**config.mk**
```make
export PLATFORM = sky130hd
export DESIGN_NAME = ysyx_24110015_lsu
export DESIGN_NICKNAME = d
export VERILOG_FILES = /design/src/rtl/ysyx_24110015_lsu_pkg.sv /design/src/rtl/ysyx_24110015_lsu_align.sv /design/src/rtl/ysyx_24110015_lsu.sv
export SDC_FILE = /design/constraint.sdc
export NUM_CORES = 1
export LEC_CHECK = 0
export BUFFER_PORTS_ARGS = -buffer_cell sky130_fd_sc_hd__buf_2
export CAP_MARGIN = 15
export CORE_UTILIZATION = 35
export CTS_CLUSTER_SIZE = 10
export DETAILED_ROUTE_END_ITERATION = 16
export HOLD_SLACK_MARGIN = 0.15
export PLACE_DENSITY = 0.63
export SLEW_MARGIN = 40
export SYNTH_ARGS = -nofsm -noshare
export SYNTH_HDL_FRONTEND = slang
export SYNTH_SLANG_ARGS = --single-unit
```
**constraint.sdc**
```tcl
create_clock -name clk -period 5.4 [get_ports clk]
set_clock_uncertainty 0.2 [all_clocks]
set_input_delay 0.54 -clock clk [delete_from_list [all_inputs] [get_ports clk]]
set_output_delay 0.54 -clock clk [all_outputs]
set_load 0.02 [all_outputs]
```
**src/rtl/ysyx_24110015_lsu_pkg.sv**
```systemverilog
// Shared types and constants for the load/store unit: FSM states,
// RISC-V func3 width codes and trap cause numbers.
package ysyx_24110015_lsu_pkg;

    typedef enum logic [1:0] {
        ST_IDLE = 2'd0,
        ST_REQ  = 2'd1,
        ST_WAIT = 2'd2,
        ST_RESP = 2'd3
    } lsu_state_e;

    localparam logic [2:0] F3_B  = 3'b000;
    localparam logic [2:0] F3_H  = 3'b001;
    localparam logic [2:0] F3_W  = 3'b010;
    localparam logic [2:0] F3_D  = 3'b011;
    localparam logic [2:0] F3_BU = 3'b100;
    localparam logic [2:0] F3_HU = 3'b101;
    localparam logic [2:0] F3_WU = 3'b110;

    localparam logic [3:0] CAUSE_NONE        = 4'd0;
    localparam logic [3:0] CAUSE_LD_MISALIGN = 4'd4;
    localparam logic [3:0] CAUSE_LD_FAULT    = 4'd5;
    localparam logic [3:0] CAUSE_ST_MISALIGN = 4'd6;
    localparam logic [3:0] CAUSE_ST_FAULT    = 4'd7;

    // Access size in bytes from the low two func3 bits (1/2/4/8).
    function automatic logic [3:0] size_bytes(input logic [1:0] sz);
        return 4'd1 << sz;
    endfunction

endpackage

```
**src/rtl/ysyx_24110015_lsu_align.sv**
```systemverilog
// Byte-lane alignment: store data/mask shifting, access legality check and
// load extraction with sign/zero extension. Purely combinational.
module ysyx_24110015_lsu_align
    import ysyx_24110015_lsu_pkg::*;
#(
    parameter int XLEN = 32,
    localparam int NLANE = XLEN / 8,
    localparam int OFF_W = $clog2(NLANE)
) (
    input  logic              i_st_is_load,
    input  logic [2:0]        i_st_func3,
    input  logic [OFF_W-1:0]  i_st_off,
    input  logic [XLEN-1:0]   i_st_wdata,
    output logic [XLEN-1:0]   o_st_wdata,
    output logic [NLANE-1:0]  o_st_wmask,
    output logic              o_bad,
    input  logic [2:0]        i_ld_func3,
    input  logic [OFF_W-1:0]  i_ld_off,
    input  logic [XLEN-1:0]   i_ld_rdata,
    output logic [XLEN-1:0]   o_ld_data
);

    logic [NLANE-1:0] w_ones;
    logic [3:0]       w_size_m1;
    logic             w_misalign;
    logic [XLEN-1:0]  w_shifted;

    // Store lane mask and data shifted up to the byte offset.
    always_comb begin
        w_ones = '0;
        case (i_st_func3[1:0])
            2'd0:    w_ones = NLANE'(8'h01);
            2'd1:    w_ones = NLANE'(8'h03);
            2'd2:    w_ones = NLANE'(8'h0F);
            2'd3:    w_ones = '1;
            default: w_ones = '0;
        endcase
        o_st_wmask = w_ones << i_st_off;
        o_st_wdata = i_st_wdata << {i_st_off, 3'b000};
    end

    // Misaligned offsets and width codes the datapath cannot serve both trap.
    always_comb begin
        w_size_m1  = size_bytes(i_st_func3[1:0]) - 4'd1;
        w_misalign = ((4'(i_st_off) & w_size_m1) != 4'd0);
        if (w_misalign) begin
            o_bad = 1'b1;
        end else if ((XLEN == 32) && (i_st_func3[1:0] == 2'b11)) begin
            o_bad = 1'b1;
        end else if (i_st_is_load && (i_st_func3 == 3'b111)) begin
            o_bad = 1'b1;
        end else if (i_st_is_load && (XLEN == 32) && (i_st_func3 == F3_WU)) begin
            o_bad = 1'b1;
        end else begin
            o_bad = 1'b0;
        end
    end

    // Load: bring the addressed bytes down to lane 0, then extend.
    always_comb begin
        w_shifted = i_ld_rdata >> {i_ld_off, 3'b000};
        case (i_ld_func3)
            F3_B:    o_ld_data = XLEN'($signed(w_shifted[7:0]));
            F3_H:    o_ld_data = XLEN'($signed(w_shifted[15:0]));
            F3_W:    o_ld_data = XLEN'($signed(w_shifted[31:0]));
            F3_D:    o_ld_data = w_shifted;
            F3_BU:   o_ld_data = XLEN'(w_shifted[7:0]);
            F3_HU:   o_ld_data = XLEN'(w_shifted[15:0]);
            F3_WU:   o_ld_data = XLEN'(w_shifted[31:0]);
            default: o_ld_data = '0;
        endcase
    end

endmodule

```
**src/rtl/ysyx_24110015_lsu.sv**
```systemverilog
// Load/store unit: one instruction in flight, valid/ready towards EXU,
// memory bus and writeback; traps on misalignment and bus errors.
module ysyx_24110015_lsu
    import ysyx_24110015_lsu_pkg::*;
#(
    parameter int XLEN   = 32,
    parameter int ADDR_W = 32,
    localparam int NLANE = XLEN / 8,
    localparam int OFF_W = $clog2(NLANE)
) (
    input  logic              clk,
    input  logic              rst,
    input  logic              in_valid,
    output logic              in_ready,
    input  logic              in_mem_read,
    input  logic              in_mem_write,
    input  logic [2:0]        in_func3,
    input  logic [ADDR_W-1:0] in_addr,
    input  logic [XLEN-1:0]   in_wdata,
    input  logic [XLEN-1:0]   in_result,
    output logic              mem_req_valid,
    input  logic              mem_req_ready,
    output logic              mem_req_wen,
    output logic [ADDR_W-1:0] mem_req_addr,
    output logic [XLEN-1:0]   mem_req_wdata,
    output logic [NLANE-1:0]  mem_req_wmask,
    input  logic              mem_rsp_valid,
    output logic              mem_rsp_ready,
    input  logic [XLEN-1:0]   mem_rsp_rdata,
    input  logic              mem_rsp_err,
    output logic              out_valid,
    input  logic              out_ready,
    output logic [XLEN-1:0]   out_data,
    output logic              out_exc,
    output logic [3:0]        out_cause
);

    lsu_state_e        r_state;
    logic              r_in_ready;
    logic              r_is_load;
    logic [2:0]        r_func3;
    logic [OFF_W-1:0]  r_off;
    logic              r_mem_req_valid;
    logic              r_mem_req_wen;
    logic [ADDR_W-1:0] r_mem_req_addr;
    logic [XLEN-1:0]   r_mem_req_wdata;
    logic [NLANE-1:0]  r_mem_req_wmask;
    logic              r_mem_rsp_ready;
    logic              r_out_valid;
    logic [XLEN-1:0]   r_out_data;
    logic              r_out_exc;
    logic [3:0]        r_out_cause;

    logic              w_accept;
    logic              w_in_is_load;
    logic              w_in_is_store;
    logic [OFF_W-1:0]  w_in_off;
    logic [ADDR_W-1:0] w_aligned_addr;
    logic [XLEN-1:0]   w_st_wdata;
    logic [NLANE-1:0]  w_st_wmask;
    logic              w_bad;
    logic [XLEN-1:0]   w_ld_data;

    // A request with both read and write set is served as a load.
    assign w_accept       = in_valid & r_in_ready;
    assign w_in_is_load   = in_mem_read;
    assign w_in_is_store  = in_mem_write & ~in_mem_read;
    assign w_in_off       = in_addr[OFF_W-1:0];
    assign w_aligned_addr = {in_addr[ADDR_W-1:OFF_W], {OFF_W{1'b0}}};

    ysyx_24110015_lsu_align #(.XLEN(XLEN)) u_align (
        .i_st_is_load (w_in_is_load),
        .i_st_func3   (in_func3),
        .i_st_off     (w_in_off),
        .i_st_wdata   (in_wdata),
        .o_st_wdata   (w_st_wdata),
        .o_st_wmask   (w_st_wmask),
        .o_bad        (w_bad),
        .i_ld_func3   (r_func3),
        .i_ld_off     (r_off),
        .i_ld_rdata   (mem_rsp_rdata),
        .o_ld_data    (w_ld_data)
    );

    // Control FSM; every handshake output is a register.
    always_ff @(posedge clk) begin
        if (rst) begin
            r_state         <= ST_IDLE;
            r_in_ready      <= 1'b0;
            r_is_load       <= 1'b0;
            r_func3         <= 3'b000;
            r_off           <= '0;
            r_mem_req_valid <= 1'b0;
            r_mem_req_wen   <= 1'b0;
            r_mem_req_addr  <= '0;
            r_mem_req_wdata <= '0;
            r_mem_req_wmask <= '0;
            r_mem_rsp_ready <= 1'b0;
            r_out_valid     <= 1'b0;
            r_out_data      <= '0;
            r_out_exc       <= 1'b0;
            r_out_cause     <= CAUSE_NONE;
        end else begin
            case (r_state)
                ST_IDLE: begin
                    if (w_accept) begin
                        r_in_ready <= 1'b0;
                        r_is_load  <= w_in_is_load;
                        r_func3    <= in_func3;
                        r_off      <= w_in_off;
                        if (!w_in_is_load && !w_in_is_store) begin
                            r_out_valid <= 1'b1;
                            r_out_data  <= in_result;
                            r_out_exc   <= 1'b0;
                            r_out_cause <= CAUSE_NONE;
                            r_state     <= ST_RESP;
                        end else if (w_bad) begin
                            r_out_valid <= 1'b1;
                            r_out_data  <= '0;
                            r_out_exc   <= 1'b1;
                            r_out_cause <= w_in_is_load ? CAUSE_LD_MISALIGN : CAUSE_ST_MISALIGN;
                            r_state     <= ST_RESP;
                        end else begin
                            r_mem_req_valid <= 1'b1;
                            r_mem_req_wen   <= w_in_is_store;
                            r_mem_req_addr  <= w_aligned_addr;
                            r_mem_req_wdata <= w_in_is_store ? w_st_wdata : '0;
                            r_mem_req_wmask <= w_in_is_store ? w_st_wmask : '0;
                            r_state         <= ST_REQ;
                        end
                    end else begin
                        r_in_ready <= 1'b1;
                    end
                end
                ST_REQ: begin
                    if (mem_req_ready) begin
                        r_mem_req_valid <= 1'b0;
                        r_mem_rsp_ready <= 1'b1;
                        r_state         <= ST_WAIT;
                    end
                end
                ST_WAIT: begin
                    if (mem_rsp_valid) begin
                        r_mem_rsp_ready <= 1'b0;
                        r_out_valid     <= 1'b1;
                        r_state         <= ST_RESP;
                        if (mem_rsp_err) begin
                            r_out_data  <= '0;
                            r_out_exc   <= 1'b1;
                            r_out_cause <= r_is_load ? CAUSE_LD_FAULT : CAUSE_ST_FAULT;
                        end else begin
                            r_out_data  <= r_is_load ? w_ld_data : '0;
                            r_out_exc   <= 1'b0;
                            r_out_cause <= CAUSE_NONE;
                        end
                    end
                end
                ST_RESP: begin
                    if (out_ready) begin
                        r_out_valid <= 1'b0;
                        r_in_ready  <= 1'b1;
                        r_state     <= ST_IDLE;
                    end
                end
                default: begin
                    r_state         <= ST_IDLE;
                    r_in_ready      <= 1'b0;
                    r_mem_req_valid <= 1'b0;
                    r_mem_rsp_ready <= 1'b0;
                    r_out_valid     <= 1'b0;
                end
            endcase
        end
    end

    assign in_ready      = r_in_ready;
    assign mem_req_valid = r_mem_req_valid;
    assign mem_req_wen   = r_mem_req_wen;
    assign mem_req_addr  = r_mem_req_addr;
    assign mem_req_wdata = r_mem_req_wdata;
    assign mem_req_wmask = r_mem_req_wmask;
    assign mem_rsp_ready = r_mem_rsp_ready;
    assign out_valid     = r_out_valid;
    assign out_data      = r_out_data;
    assign out_exc       = r_out_exc;
    assign out_cause     = r_out_cause;

endmodule

```
# Word level (Yosys, flattened, before mapping)
# Index checks and enable logic that the tools add are counted.
[totals]
output_inout_bits = 110
register_bits = 116
input_bits = 140
[classes]
n_mux = 52
reduce_logical = 24
n_eq_ne = 21
bitwise_logic = 6
n_addsub = 1
shifts = 4
[op_table]
columns = ["op", "count"]
rows = [
  ["$mux W32", 7],
  ["$pmux W32 S5", 1],
  ["$pmux W32 S2", 1],
  ["$shl A32 B5 Y32", 1],
  ["$shr A32 B5 Y32", 1],
  ["$mux W1", 21],
  ["$mux W4", 5],
  ["$mux W2", 8],
  ["$eq A3 B3 Y1 const B", 5],
  ["$ne A2 B2 Y1 const B", 6],
  ["$pmux W4 S3", 1],
  ["$reduce_and A4 Y1", 3],
  ["$reduce_and A5 Y1", 2],
  ["$eq A2 B2 Y1 const B", 4],
  ["$pmux W1 S2", 4],
  ["$pmux W2 S4", 1],
  ["$pmux W4 S2", 1],
  ["$reduce_bool A2 Y1", 4],
  ["$eq A3 B2 Y1 const B", 2],
  ["$and A2 B4 Y4", 1],
  ["$eq A2 B1 Y1 const B", 2],
  ["$logic_not A2 Y1", 2],
  ["$reduce_and A2 Y1", 2],
  ["$reduce_bool A4 Y1", 1],
  ["16 further kinds", 22],
]

# Longest topological paths before layout
[logic_depth]
ltp_word = 10
depth_mapped = 8
mapped_depth_nobuf = 6

# By module
# A second synthesis with hierarchy kept.
[unflattened]
cells_unflattened = 666
hier_area_um2 = 5716.7
[by_module_without_submodules]
columns = ["module", "seq_area_each_um2", "area_per_inst_um2", "cells_per_inst", "instances"]
rows = [
  ["ysyx_24110015_lsu", 2282.2, 4375.4, 465, 1],
  ["ysyx_24110015_lsu_align", 0.0, 1341.3, 201, 1],
]

# Worst setup path after synthesis
# Ideal clock, no wire load.
[synth_path]
path_type = "flip-flop to flip-flop"
startpoint = "reg r_state[0]"
endpoint = "reg r_out_data[6] (netlist: out_data[6])"
path_buffers = 2
path_stages_with_launch = 9
arrival_ns = 1.670
setup_slack_ns = 3.396
period_less_slack_ns = 2.004
required_time_ns = 5.066
path_cell_list = "dfxtp_1 inv_1 ha_1 or2_2 and3_1 buf_4 clkbuf_1 a21oi_1 a211oi_1"
[synth_between]
elab_chain_len = 3
[synth_lines]
columns = ["item", "line", "source"]
rows = [
  ["start: declaration", "ysyx_24110015_lsu.sv:38", "lsu_state_e r_state;"],
  ["start signal: assignment", "ysyx_24110015_lsu.sv:88", "r_state <= ST_IDLE;"],
  ["start signal: assignment", "ysyx_24110015_lsu.sv:116", "r_state <= ST_RESP;"],
  ["start signal: assignment", "ysyx_24110015_lsu.sv:122", "r_state <= ST_RESP;"],
  ["$eq A2 B2 Y1 or $logic_not A2 Y1 (tied branches)", "ysyx_24110015_lsu.sv:104", "case (r_state)"],
  ["$ne A2 B2 Y1 (no source line), or another cell as far along", "--", ""],
  ["$reduce_and A4 Y1 (no source line)", "--", ""],
  ["end signal: assignment", "ysyx_24110015_lsu.sv:113", "r_out_data <= in_result;"],
  ["end signal: assignment", "ysyx_24110015_lsu.sv:152", "r_out_data <= r_is_load ? w_ld_data : '0;"],
  ["end: declaration", "ysyx_24110015_lsu.sv:50", "logic [XLEN-1:0] r_out_data;"],
]
# Several ways; a longest one is shown, not always the timed one.
# A chain may end at the register's enable or synchronous reset.

# Worst setup path after layout
[layout_path]
startpoint = "reg r_state[0]"
endpoint = "reg r_mem_req_valid (netlist: mem_req_valid)"
[layout_between]
elab_chain_len = 3
[layout_lines]
columns = ["item", "line", "source"]
rows = [
  ["$eq A2 B1 Y1 or $logic_not A2 Y1 (tied branches)", "ysyx_24110015_lsu.sv:104", ""],
  ["$ne A2 B2 Y1 (no source line) or $reduce_bool A2 Y1 (tied branches)", "--", ""],
  ["$reduce_and A5 Y1 (no source line)", "--", ""],
  ["end signal: assignment", "ysyx_24110015_lsu.sv:93", "r_mem_req_valid <= 1'b0;"],
  ["end signal: assignment", "ysyx_24110015_lsu.sv:124", "r_mem_req_valid <= 1'b1;"],
  ["end signal: assignment", "ysyx_24110015_lsu.sv:137", "r_mem_req_valid <= 1'b0;"],
  ["end: declaration", "ysyx_24110015_lsu.sv:43", "logic r_mem_req_valid;"],
]
# Several ways; a longest one is shown, not always the timed one.

==> impl_metrics.yaml <==
pwr:
  leakage_nw: 3.272
  peakVddDrop_v: 0.0002157
  powerDensity_nw_per_um2: 428.5
route:
  final_antenna_net_count: 0
  drt_iter0_drc: 328
  drc: 0
  dr.pass1.iters: 5
  vias: 5850
  wl_per_cell_um: 17.08
  vias_per_cell: 5.223
  routed_wl_mm: 19.13
grt:
  grt_antenna_before_repair: 1
  grt_max_degree: 69
  grt_pass1_wl_mm: 29.30
  overflow: 0
  grt_usage: 0.2249
  grt_pass1_vias: 5359
synth:
  yosysSeqAreaShare: 0.3974
  synth_edf_count: 0
  async_flop_share: 0
  synthCells: 659
  yosys_warnings: 0
  ys_ff_latch: 114
  netlist_area_um2: 5743
  synth.distinct_cells: 59
  ys.flop_type: "dfxtp_1"
  syn_avg_cell_area_um2: 8.715
clock_tree:
  cts_buffers: 17
  htreeDepth: 4
  clock_latency_ps: 410
  cts_resized: 0
  cts_buffer_depth: 2
  clock-sinks: 114
  path_clk_slew_ps: 50
  cts_root_buffer: "clkbuf_16"
  cts_tree: "built"
critical_path:
  slowest_stage: "o2111a_2"
  crit_buf_inv: 2
  cp_cell_sequence: "inv_1, ha_1, o21a_1, o2111a_2, buf_4, o21ai_0, a31oi_1"
  r2r_slack_ps: 2580
  slowest_delay_ps: 790
  endpoint_kind: "flop"
  critPathKind: "reg -> reg"
  crit_fanout: 40
  worstPathRequired_ps: 5540
  start_kind: "flop"
  critPathTopFamily: "compound AO/OA/AOI/OAI gates"
  cp.arrival_ps: 2960
floorplan:
  die_height_um: 130.1
  dieWidth_um: 130.1
  die-area_um2: 16920
  core_um2: 15940
  fp-row-count: 46
  initial_core_util: 0.3602
  io_pins: 250
sta:
  relSlewSlack: 0.4714
  tns_ps: 0
  whs_ps: 166.7
  hold_viol: 0
  fmax_mhz: 354.2
  setup_violations: 0
  tightest_slew_ps: 792.9
  finalCriticalPeriod_ps: 2823
  finalMaxSlewViolations: 0
  setup_slack_ps: 2577
  fin_crit_sh: 0.5228
  rsz0062_at_grt: "false"
cells_and_area:
  syn_to_final_growth_pct: 36.41
  drive_gt1_frac: 0.3610
  final_nets: 1035
status:
  outcome: "complete, no violations"
placement:
  io_buffers: 246
  pre_cts_ws_ps: 2311
  dp_hpwl_mm: 13.19
  place_congestion: 0.8246
min_path:
  hp-class: "in -> reg"
run:
  drv_cap: 0
## flip-flops by register name, summed over array words and instances (netlist names), 2 cells and up
| register | cells |
|---|---|
| r_func3 | 3 |
| out_data | 32 |
| mem_req_addr | 30 |
| r_off | 2 |
| r_state | 2 |
| mem_req_wdata | 32 |
| out_cause | 3 |
| mem_req_wmask | 4 |
## final timing paths
check	from	endpoint	cells past startpoint
setup reg to reg	r_state[0]	mem_req_valid	7
hold reg to reg	mem_req_wmask[3]	mem_req_wmask[3]	2
hold / removal	in_addr[17]	mem_req_addr[17]	3
setup / recovery	r_state[0]	mem_req_valid	7
## power by group
group	internal (mW)	leakage (nW)	switching [mW]
combinational	0.418	2.05	0.702
sequential	0.974	0.925	0.0770
clock	0.790	0.295	0.395
## synthesized netlist by cell type, drive strengths merged (2+ instances only)
master | instances | area [µm²]
o2111ai | 9 | 85.08
o211ai | 4 | 35.03
nor4b | 2 | 32.53
buf | 34 | 200.2
o21a | 3 | 22.52
o21ai | 5 | 25.02
a22oi | 24 | 180.2
clkbuf | 28 | 105.1
or4 | 2 | 18.77
nor3 | 4 | 25.02
dfxtp | 114 | 2282
a31oi | 2 | 12.51
mux4 | 8 | 180.2
ha | 4 | 50.05
a211oi | 9 | 72.57
mux2i | 33 | 330.3
nor2b | 5 | 31.28
inv | 5 | 18.77
o221ai | 9 | 91.34
a21oi | 105 | 525.5
nand2b | 15 | 93.84
nand3 | 29 | 145.1
mux2 | 16 | 180.2
and2 | 3 | 18.77
nand2 | 113 | 424.2
and3b | 2 | 17.52
nand4 | 8 | 56.30
nor2 | 16 | 62.56
a311oi | 17 | 148.9
o2bb2ai | 15 | 131.4
## stage by stage
| stage | utilization | instances | power, mW | instance area [µm²] |
|---|---|---|---|---|
| 6_report | 0.4914 | 1120 | 3.357 | 7834 |
| 4_1_cts | 0.4905 | 1118 | 3.378 | 7820 |
| 2_1_floorplan | - | 661 | 1.842 | 5751 |
| 3_5_place_dp | 0.4417 | 1071 | 2.175 | 7042 |
| 5_1_grt | 0.4914 | 1120 | 3.528 | 7834 |
| 3_3_place_gp | 0.4413 | 1071 | 2.164 | 7036 |
## final cells by class
type                    count  area [µm²]
multi-input cells         480        3162
inverters                   5       18.77
clock inverters            10       157.7
well taps                 216       270.3
repair buffers            273        1479
flip-flops and latches    114        2283
diodes                      1       2.502
fillers                  1583        8109
clock buffers              21       460.4
## kinds of logic after synthesis
group	Yosys count	synth area share
mux	57	0.1203
other cells	1	0.0006530
flops	114	0.3974
buf+inv	67	0.05643
fa+ha+maj	4	0.008715
simple gates	208	0.1739
compound gates	208	0.2427
## tightest hold or removal path, delay by kind of cell
kind                   cells  cell delay, ps
AO/OA/AOI/OAI              1              50
buffers and inverters      1              90
AND/OR/NAND/NOR            1              40
## layout by cell type, fill, tap and decap left out, drive strengths merged, types with 5 or more instances in the layout
master       instances
o2111ai              9
o21ai                5
dfxtp              114
mux4                 8
nor2                16
nand2              113
dlygate4sd3         17
nand3               29
buf                256
a21oi              105
mux2                16
nand2b              15
a311oi              17
inv                  5
nor2b                5
a211oi               9
a22oi               24
nand4                8
o221ai               9
mux2i               33
o2bb2ai             15
clkbuf              21
## what timing repair did
item,in CTS,in global routing
hold buffers,16,1
hold endpoints to repair,16,1
buffers inserted,0,0
## routing by layer
layer / up-vias / routed length, µm / global-route usage
li1: 2891 / - / -
met1: 2689 / 7857 / 0.2735
met2: 252 / 9051 / 0.3667
met3: 18 / 1929 / 0.07790
met4: 0 / 287 / 0.08140
met5: - / 0 / 0
(Power assumes the default switching activity.)
